### src/rtl/wb_trace_buffer_if.sv
// wb_trace_buffer_if: bundles the writeback taps, trace controls and drain port of the trace buffer.
// Latency: none, wires only.
// Backpressure: rd_ready from the drain consumer; the writeback taps never stall the core.
// Optional: TRACE_TIMESTAMP_EN widens rd_entry by a 32-bit cycle stamp.
interface wb_trace_buffer_if #(
  parameter int DEPTH = 16,
  parameter int XLEN  = 32,
  parameter int NCH   = 2,
  parameter int PC_W  = 32
);
  localparam int CH_W  = (NCH > 1) ? $clog2(NCH) : 1;
  localparam int CNT_W = $clog2(DEPTH) + 1;
`ifdef TRACE_TIMESTAMP_EN
  localparam int TS_W = 32;
`else
  localparam int TS_W = 0;
`endif
  localparam int ENTRY_W = CH_W + 5 + PC_W + XLEN + TS_W;

  logic [NCH-1:0]      wb_valid;
  logic [NCH*5-1:0]    wb_rd;
  logic [NCH*XLEN-1:0] wb_data;
  logic [PC_W-1:0]     wb_pc;
  logic                arm;
  logic                halt;
  logic                trig_en;
  logic [PC_W-1:0]     trig_pc;
  logic                rd_valid;
  logic                rd_ready;
  logic [ENTRY_W-1:0]  rd_entry;
  logic [CNT_W-1:0]    count;
  logic [1:0]          state;
  logic                wrapped;

  modport master (
    output wb_valid, wb_rd, wb_data, wb_pc, arm, halt, trig_en, trig_pc, rd_ready,
    input  rd_valid, rd_entry, count, state, wrapped
  );

  modport slave (
    input  wb_valid, wb_rd, wb_data, wb_pc, arm, halt, trig_en, trig_pc, rd_ready,
    output rd_valid, rd_entry, count, state, wrapped
  );
endinterface

### src/rtl/wb_trace_buffer.sv
// wb_trace_buffer: circular capture of retired int/float register writes, frozen by PC trigger or halt, drained oldest-first.
// Latency: writeback to stored 1 clk; pop to next rd_entry 1 clk, back-to-back pops supported.
// Backpressure: rd_entry held stable while rd_valid && !rd_ready; capture never stalls, the oldest entries are overwritten.
// Optional: TRACE_TIMESTAMP_EN appends a free-running 32-bit cycle stamp as the entry LSBs.
module wb_trace_buffer #(
  parameter int DEPTH     = 16,
  parameter int XLEN      = 32,
  parameter int NCH       = 2,
  parameter int PC_W      = 32,
  parameter int POST_TRIG = 4
) (
  input logic              clk,
  input logic              rst,
  wb_trace_buffer_if.slave bus
);
  localparam int CH_W  = (NCH > 1) ? $clog2(NCH) : 1;
  localparam int PTR_W = $clog2(DEPTH);
  localparam int CNT_W = PTR_W + 1;
  localparam int KW    = $clog2(NCH + 1);
  localparam int PST_W = (POST_TRIG > 0) ? $clog2(POST_TRIG + 1) : 1;
  localparam int AW    = (PST_W > KW) ? PST_W : KW;
`ifdef TRACE_TIMESTAMP_EN
  localparam int TS_W = 32;
`else
  localparam int TS_W = 0;
`endif
  localparam int ENTRY_W = CH_W + 5 + PC_W + XLEN + TS_W;

  typedef enum logic [1:0] {
    idle   = 2'b00,
    armed  = 2'b01,
    post   = 2'b10,
    frozen = 2'b11
  } state_t;

  state_t             st, st_n;
  logic [PTR_W-1:0]   wr_ptr, wr_ptr_n;
  logic [PTR_W-1:0]   rd_ptr, rd_ptr_n;
  logic [CNT_W-1:0]   count_q, count_n;
  logic               wrapped_q, wrapped_n;
  logic [PST_W-1:0]   post_cnt, post_n;
  logic [ENTRY_W-1:0] mem [DEPTH];
  logic [ENTRY_W-1:0] rd_entry_q;
  logic [ENTRY_W-1:0] head;

  logic               capture;
  logic [NCH-1:0]     we;
  logic [PTR_W-1:0]   waddr  [NCH];
  logic [ENTRY_W-1:0] wentry [NCH];
  logic [KW-1:0]      k;
  logic [CNT_W:0]     sum;
  logic [AW-1:0]      post_ext, k_ext;
  logic               trig_hit;
  logic               rd_valid_w;
  logic               pop;

`ifdef TRACE_TIMESTAMP_EN
  logic [31:0] ts;

  // Free-running cycle stamp shared by every channel written in a cycle.
  always_ff @(posedge clk or posedge rst) begin
    if (rst) ts <= '0;
    else     ts <= ts + 32'd1;
  end
`endif

  assign capture    = (st == armed) || (st == post);
  assign trig_hit   = bus.trig_en && (|bus.wb_valid) && (bus.wb_pc == bus.trig_pc);
  assign rd_valid_w = (st == frozen) && (count_q != '0);
  assign pop        = rd_valid_w && bus.rd_ready;

  // Pack each channel's entry and pack valid channels onto consecutive slots in channel order.
  always_comb begin
    int acc;
    acc = 0;
    we  = '0;
    for (int i = 0; i < NCH; i++) begin
      we[i]    = capture && bus.wb_valid[i];
      waddr[i] = wr_ptr + PTR_W'(acc);
`ifdef TRACE_TIMESTAMP_EN
      wentry[i] = {CH_W'(i), bus.wb_rd[5*i +: 5], bus.wb_pc, bus.wb_data[XLEN*i +: XLEN], ts};
`else
      wentry[i] = {CH_W'(i), bus.wb_rd[5*i +: 5], bus.wb_pc, bus.wb_data[XLEN*i +: XLEN]};
`endif
      if (we[i]) acc = acc + 1;
    end
    k = KW'(acc);
  end

  // Next-state, pointer, occupancy and post-window bookkeeping.
  always_comb begin
    st_n      = st;
    wr_ptr_n  = wr_ptr;
    rd_ptr_n  = rd_ptr;
    count_n   = count_q;
    wrapped_n = wrapped_q;
    post_n    = post_cnt;
    sum       = {1'b0, count_q} + (CNT_W+1)'(k);
    post_ext  = AW'(post_cnt);
    k_ext     = AW'(k);
    case (st)
      idle: begin
        // arm wins over a simultaneous halt; halt has no meaning here
        if (bus.arm) begin
          st_n      = armed;
          wr_ptr_n  = '0;
          rd_ptr_n  = '0;
          count_n   = '0;
          wrapped_n = 1'b0;
          post_n    = '0;
        end
      end
      armed, post: begin
        wr_ptr_n = wr_ptr + PTR_W'(k);
        if (sum > (CNT_W+1)'(DEPTH)) begin
          // overflow: drop the oldest entries by sliding the read pointer
          count_n   = CNT_W'(DEPTH);
          rd_ptr_n  = rd_ptr + PTR_W'(sum - (CNT_W+1)'(DEPTH));
          wrapped_n = 1'b1;
        end else begin
          count_n = CNT_W'(sum);
        end
        if (st == armed) begin
          if (bus.halt) begin
            st_n = frozen;
          end else if (trig_hit) begin
            if (POST_TRIG == 0) begin
              st_n = frozen;
            end else begin
              st_n   = post;
              post_n = PST_W'(POST_TRIG);
            end
          end
        end else begin
          // extra entries beyond the window in the last cycle are still kept
          post_n = (post_ext > k_ext) ? PST_W'(post_ext - k_ext) : '0;
          if (bus.halt || (post_ext <= k_ext)) st_n = frozen;
        end
      end
      frozen: begin
        if (count_q == '0) begin
          st_n = idle;
        end else if (pop) begin
          rd_ptr_n = rd_ptr + PTR_W'(1);
          count_n  = count_q - CNT_W'(1);
          if (count_q == CNT_W'(1)) st_n = idle;
        end
      end
      default: st_n = idle;
    endcase
  end

  // Head of the buffer after this edge, forwarding a same-cycle write into that slot.
  always_comb begin
    head = mem[rd_ptr_n];
    for (int i = 0; i < NCH; i++) begin
      if (we[i] && (waddr[i] == rd_ptr_n)) head = wentry[i];
    end
  end

  // Control state register.
  always_ff @(posedge clk or posedge rst) begin
    if (rst) begin
      st        <= idle;
      wr_ptr    <= '0;
      rd_ptr    <= '0;
      count_q   <= '0;
      wrapped_q <= 1'b0;
      post_cnt  <= '0;
    end else begin
      st        <= st_n;
      wr_ptr    <= wr_ptr_n;
      rd_ptr    <= rd_ptr_n;
      count_q   <= count_n;
      wrapped_q <= wrapped_n;
      post_cnt  <= post_n;
    end
  end

  // Registered drain data; only reloaded while frozen so it cannot move under backpressure.
  always_ff @(posedge clk or posedge rst) begin
    if (rst)                 rd_entry_q <= '0;
    else if (st_n == frozen) rd_entry_q <= head;
  end

  // Trace storage; contents are meaningless until counted, so no reset.
  always_ff @(posedge clk) begin
    for (int i = 0; i < NCH; i++) begin
      if (we[i]) mem[waddr[i]] <= wentry[i];
    end
  end

  assign bus.rd_valid = rd_valid_w;
  assign bus.rd_entry = rd_entry_q;
  assign bus.count    = count_q;
  assign bus.state    = st;
  assign bus.wrapped  = wrapped_q;
endmodule
### src/flat_wrapper.sv
// flat-port wrapper written by rule: the top's interface ports become plain ports
module wb_trace_buffer_flat 
#(
  parameter int DEPTH     = 16,
  parameter int XLEN      = 32,
  parameter int NCH       = 2,
  parameter int PC_W      = 32,
  parameter int POST_TRIG = 4
)
  (clk, rst, bus_wb_valid, bus_wb_rd, bus_wb_data, bus_wb_pc, bus_arm, bus_halt, bus_trig_en, bus_trig_pc, bus_rd_ready, bus_rd_valid, bus_rd_entry, bus_count, bus_state, bus_wrapped);
  wb_trace_buffer_if #(.DEPTH(DEPTH), .XLEN(XLEN), .NCH(NCH), .PC_W(PC_W)) bus_i ();
  input logic clk;
  input logic rst;
  input wire logic [$bits(bus_i.wb_valid)-1:0] bus_wb_valid;
  input wire logic [$bits(bus_i.wb_rd)-1:0] bus_wb_rd;
  input wire logic [$bits(bus_i.wb_data)-1:0] bus_wb_data;
  input wire logic [$bits(bus_i.wb_pc)-1:0] bus_wb_pc;
  input wire logic [$bits(bus_i.arm)-1:0] bus_arm;
  input wire logic [$bits(bus_i.halt)-1:0] bus_halt;
  input wire logic [$bits(bus_i.trig_en)-1:0] bus_trig_en;
  input wire logic [$bits(bus_i.trig_pc)-1:0] bus_trig_pc;
  input wire logic [$bits(bus_i.rd_ready)-1:0] bus_rd_ready;
  output wire logic [$bits(bus_i.rd_valid)-1:0] bus_rd_valid;
  output wire logic [$bits(bus_i.rd_entry)-1:0] bus_rd_entry;
  output wire logic [$bits(bus_i.count)-1:0] bus_count;
  output wire logic [$bits(bus_i.state)-1:0] bus_state;
  output wire logic [$bits(bus_i.wrapped)-1:0] bus_wrapped;
  assign bus_i.wb_valid = bus_wb_valid;
  assign bus_i.wb_rd = bus_wb_rd;
  assign bus_i.wb_data = bus_wb_data;
  assign bus_i.wb_pc = bus_wb_pc;
  assign bus_i.arm = bus_arm;
  assign bus_i.halt = bus_halt;
  assign bus_i.trig_en = bus_trig_en;
  assign bus_i.trig_pc = bus_trig_pc;
  assign bus_i.rd_ready = bus_rd_ready;
  assign bus_rd_valid = bus_i.rd_valid;
  assign bus_rd_entry = bus_i.rd_entry;
  assign bus_count = bus_i.count;
  assign bus_state = bus_i.state;
  assign bus_wrapped = bus_i.wrapped;
  wb_trace_buffer #(.DEPTH(DEPTH), .XLEN(XLEN), .NCH(NCH), .PC_W(PC_W), .POST_TRIG(POST_TRIG)) u_core (.clk(clk), .rst(rst), .bus(bus_i));
endmodule
### config.mk
export PLATFORM = sky130hd
export DESIGN_NAME = wb_trace_buffer_flat
export DESIGN_NICKNAME = d
export VERILOG_FILES = /design/src/rtl/wb_trace_buffer_if.sv /design/src/rtl/wb_trace_buffer.sv /design/src/flat_wrapper.sv
export SDC_FILE = /design/constraint.sdc
export NUM_CORES = 2
export LEC_CHECK = 0
export CORE_MARGIN = 3
export CORE_UTILIZATION = 50
export CTS_BUF_LIST = sky130_fd_sc_hd__clkbuf_4 sky130_fd_sc_hd__clkbuf_8
export CTS_CLUSTER_SIZE = 24
export DETAILED_ROUTE_END_ITERATION = 16
export PLACE_DENSITY_LB_ADDON = 0.25
export REMOVE_ABC_BUFFERS = 1
export SYNTH_ARGS = -nofsm -noshare
export SYNTH_HDL_FRONTEND = slang
export SYNTH_SLANG_ARGS = --single-unit
### constraint.sdc
create_clock -name clk -period 6.25 [get_ports clk]
set_input_delay 0.9375 -clock clk [delete_from_list [all_inputs] [get_ports clk]]
set_output_delay 0.9375 -clock clk [all_outputs]
set_load 0.02 [all_outputs]
# Yosys cells after proc, flatten, opt, wreduce, memory -nomap -nowiden
# Memory sizes are Yosys's and may differ from the RTL's. A register that Yosys moved wholly into a read port is not among the register bits.
# Index checks and enable logic that the tools add are counted.
[totals]
reg_bits = 19
latch_bits = 0
ram_bits = 1120
romBits = 0
inputBits = 146
elab_cells = 85
n_memories = 1
[classes]
add_sub_neg = 9
mul = 0
div = 0
order_cmp = 3
n_eq_ne = 12
shift = 0
mux = 36
bitwise_logic = 0
n_reduce_logical = 18
[mem_list]
columns = ["memory", "words", "width", "rd", "rd_clocked_by_memory_dff", "wr", "line", "source"]
rows = [
  ["u_core.mem", 16, 70, 1, 1, 2, "wb_trace_buffer.sv:42", "logic [ENTRY_W-1:0] mem [DEPTH];"],
]
[op_table]
columns = ["op", "n"]
rows = [
  ["32-bit == test", 1],
  ["4-bit two-way mux", 5],
  ["5-bit two-way mux", 4],
  ["2-bit two-way mux", 9],
  ["3-bit two-way mux", 5],
  ["5-bit one-hot mux with 3 select lines", 1],
  ["4-bit one-hot mux with 3 select lines", 1],
  ["4-bit one-hot mux with 2 select lines", 1],
  ["1-bit two-way mux", 7],
  ["5-bit by 2-bit adder with 6-bit output", 1],
  ["2-bit == test (second input constant)", 3],
  ["6-bit by 5-bit > comparator with 1-bit output (second input constant)", 1],
  ["1-bit logical AND", 6],
  ["2-bit one-hot mux with 3 select lines", 1],
  ["3-bit one-hot mux with 2 select lines", 1],
  ["3-bit AND reduction", 2],
  ["5-bit by 1-bit == test with 1-bit output (second input constant)", 1],
  ["5-bit zero test", 1],
  ["5-bit nonzero test", 1],
  ["5-bit by 1-bit subtractor with 5-bit output (second input constant)", 1],
  ["4-bit by 1-bit adder with 4-bit output", 1],
  ["4-bit by 1-bit adder with 4-bit output (second input constant)", 1],
  ["4-bit by 2-bit adder with 4-bit output", 1],
  ["4-bit adder", 1],
  ["17 further kinds", 21],
]

# Longest topological paths before layout
[logic_depth]
ltp_word = 12
ltp_mapped = 23

# Least setup slack after synthesis
# No wires, ideal clock.
[synth_timing]
path_type = "reg2reg"
from = "register u_core.st[0], in the netlist u_core.bus.state[0]"
to = "memory u_core.mem[12][0] (netlist name), enable pin"
setup_time_ns = 0.457
arrival_ns = 4.474
setup_slack_ns = 1.319
path_stages_with_launch = 12
period_less_slack_ns = 4.931
cell_sequence = "dfrtp_1 inv_1 ha_1 buf_2 and3_1 ha_1 clkbuf_1 nor2_1 nand2_1 clkbuf_1 o22ai_1 clkbuf_1"
[synth_lines]
columns = ["element", "line", "source"]
rows = [
  ["from (decl)", "wb_trace_buffer.sv:36", "state_t st, st_n;"],
  ["from (signal assigned)", "wb_trace_buffer.sv:164", "st <= idle;"],
  ["from (signal assigned)", "wb_trace_buffer.sv:171", "st <= st_n;"],
  ["to (decl)", "wb_trace_buffer.sv:42", ""],
]

# Worst setup path after layout
[layout_timing]
from = "register u_core.st[0], in the netlist u_core.bus.state[0]"
to = "register u_core.rd_entry_q[51], in the netlist u_core.bus.rd_entry[51] (read register of u_core.mem)"
[layout_via]
elab_chain_len = 12
elab_cells_between_ends = 33
cone_classes = "add/sub (4); order compare (2); eq/ne (4); mux (15); reduce/logical (8)"
[layout_rtl]
columns = ["element", "line", "source"]
rows = [
  ["2-bit by 1-bit == test with 1-bit output / 2-bit == test (equally long branches)", "wb_trace_buffer.sv:67", "assign capture = (st == armed) || (st == post);"],
  ["1-bit logical OR *", "wb_trace_buffer.sv:67", ""],
  ["net u_core.capture", "wb_trace_buffer.sv:46", "logic capture;"],
  ["1-bit logical AND", "wb_trace_buffer.sv:78", "we[i] = capture && bus.wb_valid[i];"],
  ["1-bit two-way mux", "wb_trace_buffer.sv:85", "if (we[i]) acc = acc + 1;"],
  ["1-bit by 1-bit adder with 2-bit output", "wb_trace_buffer.sv:85", ""],
  ["2-bit two-way mux *", "wb_trace_buffer.sv:85", ""],
  ["branches (longest 6 deep; another with 5-bit by 2-bit adder with 6-bit output)", "-", ""],
  ["to (decl)", "wb_trace_buffer.sv:43", "logic [ENTRY_W-1:0] rd_entry_q;"],
]
# Mark *: on every way through the listed nets, which the timed path passes.
# A chain may end at the register's enable or synchronous reset.

==> results by group <==
Status
  • Status: finished, final reports clean

Yosys
  • Dominant cell type by area after synthesis: edfxtp_1
  • Post-synth cell types: 74
  • Post-Synthesis Cells: 4884
  • Cell with the most instances after synthesis: edfxtp_1
  • Avg Cell Area, Syn: 12.0 µm²
  • YS warnings: 0
  • Post-synth ARST share: 0.0736
  • Yosys top cell area share: 0.566
  • Synth Register Bits: 1209
  • Ranking of synthesized cells by area: edfxtp_1 (57%), a22o_1 (9.7%), and2_1 (4.5%)
  • Post-synthesis sequential area ratio: 0.609
  • Ys flop type: edfxtp_1
  • Commonest cells in the netlist: edfxtp_1 (1104), a22o_1 (651), nand2_1 (640)
  • Post-synth EDFFs: between 1000 and 1500
  • Synthesized area: 0.0586 mm²

Worst setup path
  • R2R cell count: 16
  • Reg-to-Reg Start: u_core.bus.state[0]
  • Most used cell, CP: ha_1
  • Worst setup path class: flip-flop to flip-flop
  • Worst setup path start: u_core.bus.state[0]
  • Worst Setup EP: u_core.bus.rd_entry[51]
  • Critical Path AT: 6.09 ns
  • Crit path buf inv count: 4
  • CP startpoint kind: flip-flop
  • Cell family contributing the most delay on the critical path: buffers and inverters
  • CP endpoint kind: flip-flop
  • Reg2Reg Capture Point: u_core.bus.rd_entry[51]
  • WP data required: 7.01 ns
  • CP max stage delay: 0.80 ns
  • Cells along the critical path: inv_1 > ha_1 > inv_1 > nor2_1 > ha_1 > ha_1 > a41oi_1 > xnor2_1 > ha_1 > xor2_1 > a2111oi_2 > o41ai_4 > buf_4 > buf_4 > a31oi_1 > o221ai_1
  • Crit Path Max Fanout: 49
  • Slowest cell on crit path: buf_4
  • Critical path depth in cells: 16
  • Setup slack, reg-to-reg: 0.92 ns

Global route
  • Largest net degree at the start of global routing: 131
  • Number of global-route vias before repair: roughly 43000
  • Global-route total usage across every layer: 0.313
  • Total global routing overflow: 0
  • Initial antenna violation count: 18
  • Global-route wire length before repair: 282000 µm

Drt
  • Initial drt markers: around 5700
  • DR vias/cell: 6.64
  • Routed len/inst: between 20 and 30 µm
  • Initial DRT Pass Iterations: 8
  • Vias after detailed routing: approximately 44000
  • Routed Antenna Nets: 0
  • Total Wirelength: 194000 µm
  • DRC: 0

Clock tree
  • TritonCTS Buffers: 201
  • CTS tree: built
  • Hold-fix buffers, CTS: 0
  • Clk slew on worst S/H paths: roughly 0.06 ns
  • Clock root buffer: clkbuf_8
  • Cts repair resizes: 0
  • H-tree depth: 4
  • # clock sinks: approximately 1200
  • Clk_lat worst skew: 0.86 ns
  • Post-CTS Setup Repair Bufs: 0
  • Max Root-Sink Buffers: 3

Min path
  • HP Class: flip-flop to flip-flop

STA
  • Slew HR: 0.188
  • Hold Fails Final Rpt: 0
  • Tcrit/Tclk final: 0.852
  • Final setup violation count: 0
  • FMAX: 0.188 GHz
  • Crit path time final: between 5 and 6 ns
  • Layout Skew: 0.0295 ns
  • Worst-Margin Slew: 1.21 ns
  • Final Max Slew Viols: 0
  • Setup TNS: 0 ns
  • RSZ-0062 raised after global routing: false

Power and ir drop
  • Power Total: 30.7 mW
  • Worst vdd ir: 0.616 mV
  • Clk network pwr share: 0.244
  • Cell Pwr Density: 459 mW/mm²
  • Sw Pwr: 12.2 mW
  • Pint: ~18 mW
  • Switching Fraction: 0.399
  • Flop pwr share: 0.341
  • Gate power share: 0.416
  • Leakage: approximately 24 nW

Floorplanning
  • Top Ports: roughly 230
  • Initial core utilization: 0.509
  • Die H: 348 µm
  • Num rows: ~120
  • Chip width: 348 µm
  • Die Footprint: 0.121 mm²
  • Placeable Area: 0.115 mm²

Placed design
  • PortBufs: approximately 220
  • GPL Wtd Cong: approximately 0.9
  • HPWL Detailed: 105000 µm
  • Cell total after placement: 6171
  • DP Area: 0.0625 mm²

Finish
  • Post-route design area: around 0.067 mm²
  • Post-Layout Cell Count: 6567
  • Share of layout cells above drive strength 1: 0.117
  • Nets: 5028
  • # fillers: 9263
  • Area Growth Syn to Fin: 14.1%

Run
  • Total of max-cap violations: 0
==> per-layer routing <==
layer / routed length, µm / up-vias / GRT usage / share of wire
li1: - / 18500 / - / -
met1: 72200 / 21400 / 0.402 / 0.37
met2: 90100 / 3041 / 0.502 / 0.47
met3: 21500 / 642 / 0.0680 / 0.11
met4: 9980 / 8 / 0.160 / 0.051
met5: 60 / - / 0 / 0.00031
==> stage by stage <==
step / worst slack, ns / hold WS (ns) / util
floorplan: -34.27 / 0.426 / -
global placement: 0.593 / 0.435 / 0.542
detailed placement: 0.493 / 0.444 / 0.542
CTS: 0.983 / 0.411 / 0.580
global route: 0.581 / 0.464 / 0.580
finish: 0.924 / 0.454 / 0.580
==> area by class of cell <==
type                            instances  area (µm²)  share of cell area
Multi-Input combinational cell       3020       20800               0.311
Sequential cell                      1209       35700               0.534
Inverter                               69         284             0.00425
Clock buffer                          308        3720              0.0556
Timing Repair Buffer                  361        3830              0.0573
Antenna cell                           15        37.5            0.000561
Tap cell                             1512        1890              0.0283
Clock inverter                         73         607             0.00907
==> worst min-delay path by stage <==
| stage | cells past startpoint | from | endpoint | slack (ns) |
|---|---|---|---|---|
| after detailed placement | 2 | u_core.mem[13][69] | u_core.mem[13][69] | 0.44 |
| after global placement | 1 | u_core.mem[7][69] | u_core.mem[7][69] | 0.44 |
| after CTS | 2 | rst | u_core.bus.rd_entry[52] | 0.41 |
| after floorplan | 1 | u_core.mem[7][69] | u_core.mem[7][69] | 0.43 |
| final | 2 | u_core.mem[0][69] | u_core.mem[0][69] | 0.45 |
| after global routing | 2 | rst | u_core.bus.rd_entry[39] | 0.46 |
==> power by group through the flow <==
| stage | Clock [mW] | Combinational, mW | Sequential (mW) |
|---|---|---|---|
| after floorplan | 0 | 7.25 | 10.7 |
| after global placement | 0 | 12.3 | 10.6 |
| after detailed placement | 0 | 12.5 | 10.6 |
| after CTS | 7.53 | 12.5 | 10.4 |
| after global routing | 7.90 | 13.4 | 10.5 |
| final | 7.48 | 12.8 | 10.5 |
==> worst register-to-register path: stages, from the launching register on <==
cell and delay, ns:
dfrtp_1 0.47, inv_1 0.13, ha_1 0.32, inv_1 0.30, nor2_1 0.15, ha_1 0.25, ha_1 0.24, a41oi_1 0.26
xnor2_1 0.14, ha_1 0.34, xor2_1 0.22, a2111oi_2 0.11, o41ai_4 0.46, buf_4 0.80, buf_4 0.66, a31oi_1 0.17
o221ai_1 0.22
==> placed cells by master, fill, tap and decap left out, types with 9 or more instances in the layout <==
cell type / count
a32o_1: 37
o22ai_2: 10
a21oi_1: 170
o22ai_1: 76
dfrtp_1: 89
diode_2: 15
xnor2_1: 23
inv_1: 62
nor2_4: 34
nand4_1: 10
ha_1: 18
nor3_1: 10
nand2_1: 638
bufinv_16: 9
o21ai_0: 30
mux2i_1: 249
clkdlybuf4s50_1: 224
xor2_1: 30
and3_1: 12
clkinv_2: 14
a32oi_1: 136
buf_4: 92
edfxtp_1: 1104
a22o_1: 650
o221ai_1: 32
nand3_1: 83
a221oi_1: 37
and2_1: 418
a31oi_1: 72
dfxtp_1: 16
mux2_2: 17
clkbuf_4: 83
clkbuf_8: 225
buf_12: 45
nor2_1: 119
clkinv_1: 38
==> cells by family (layout without fill, tap and decap cells) <==
group,count (synthesis),count (layout),share of synthesized area
fa+ha+maj,21,21,0.00470
mux,266,266,0.0458
simple gates,1372,1372,0.111
buf+inv,655,811,0.0439
xor+xnor,53,53,0.00792
flops,1209,1209,0.609
other cells,0,15,0
compound gates,1308,1308,0.178
==> state kept, by name, indices dropped and copies added (netlist names) <==
register,cells
u_core.bus.state,2
u_core.rd_ptr,4
u_core.bus.wrapped,1
u_core.post_cnt,3
u_core.bus.rd_entry,70
u_core.mem,1120
u_core.bus.count,5
u_core.wr_ptr,4
(Power assumes the default switching activity.)
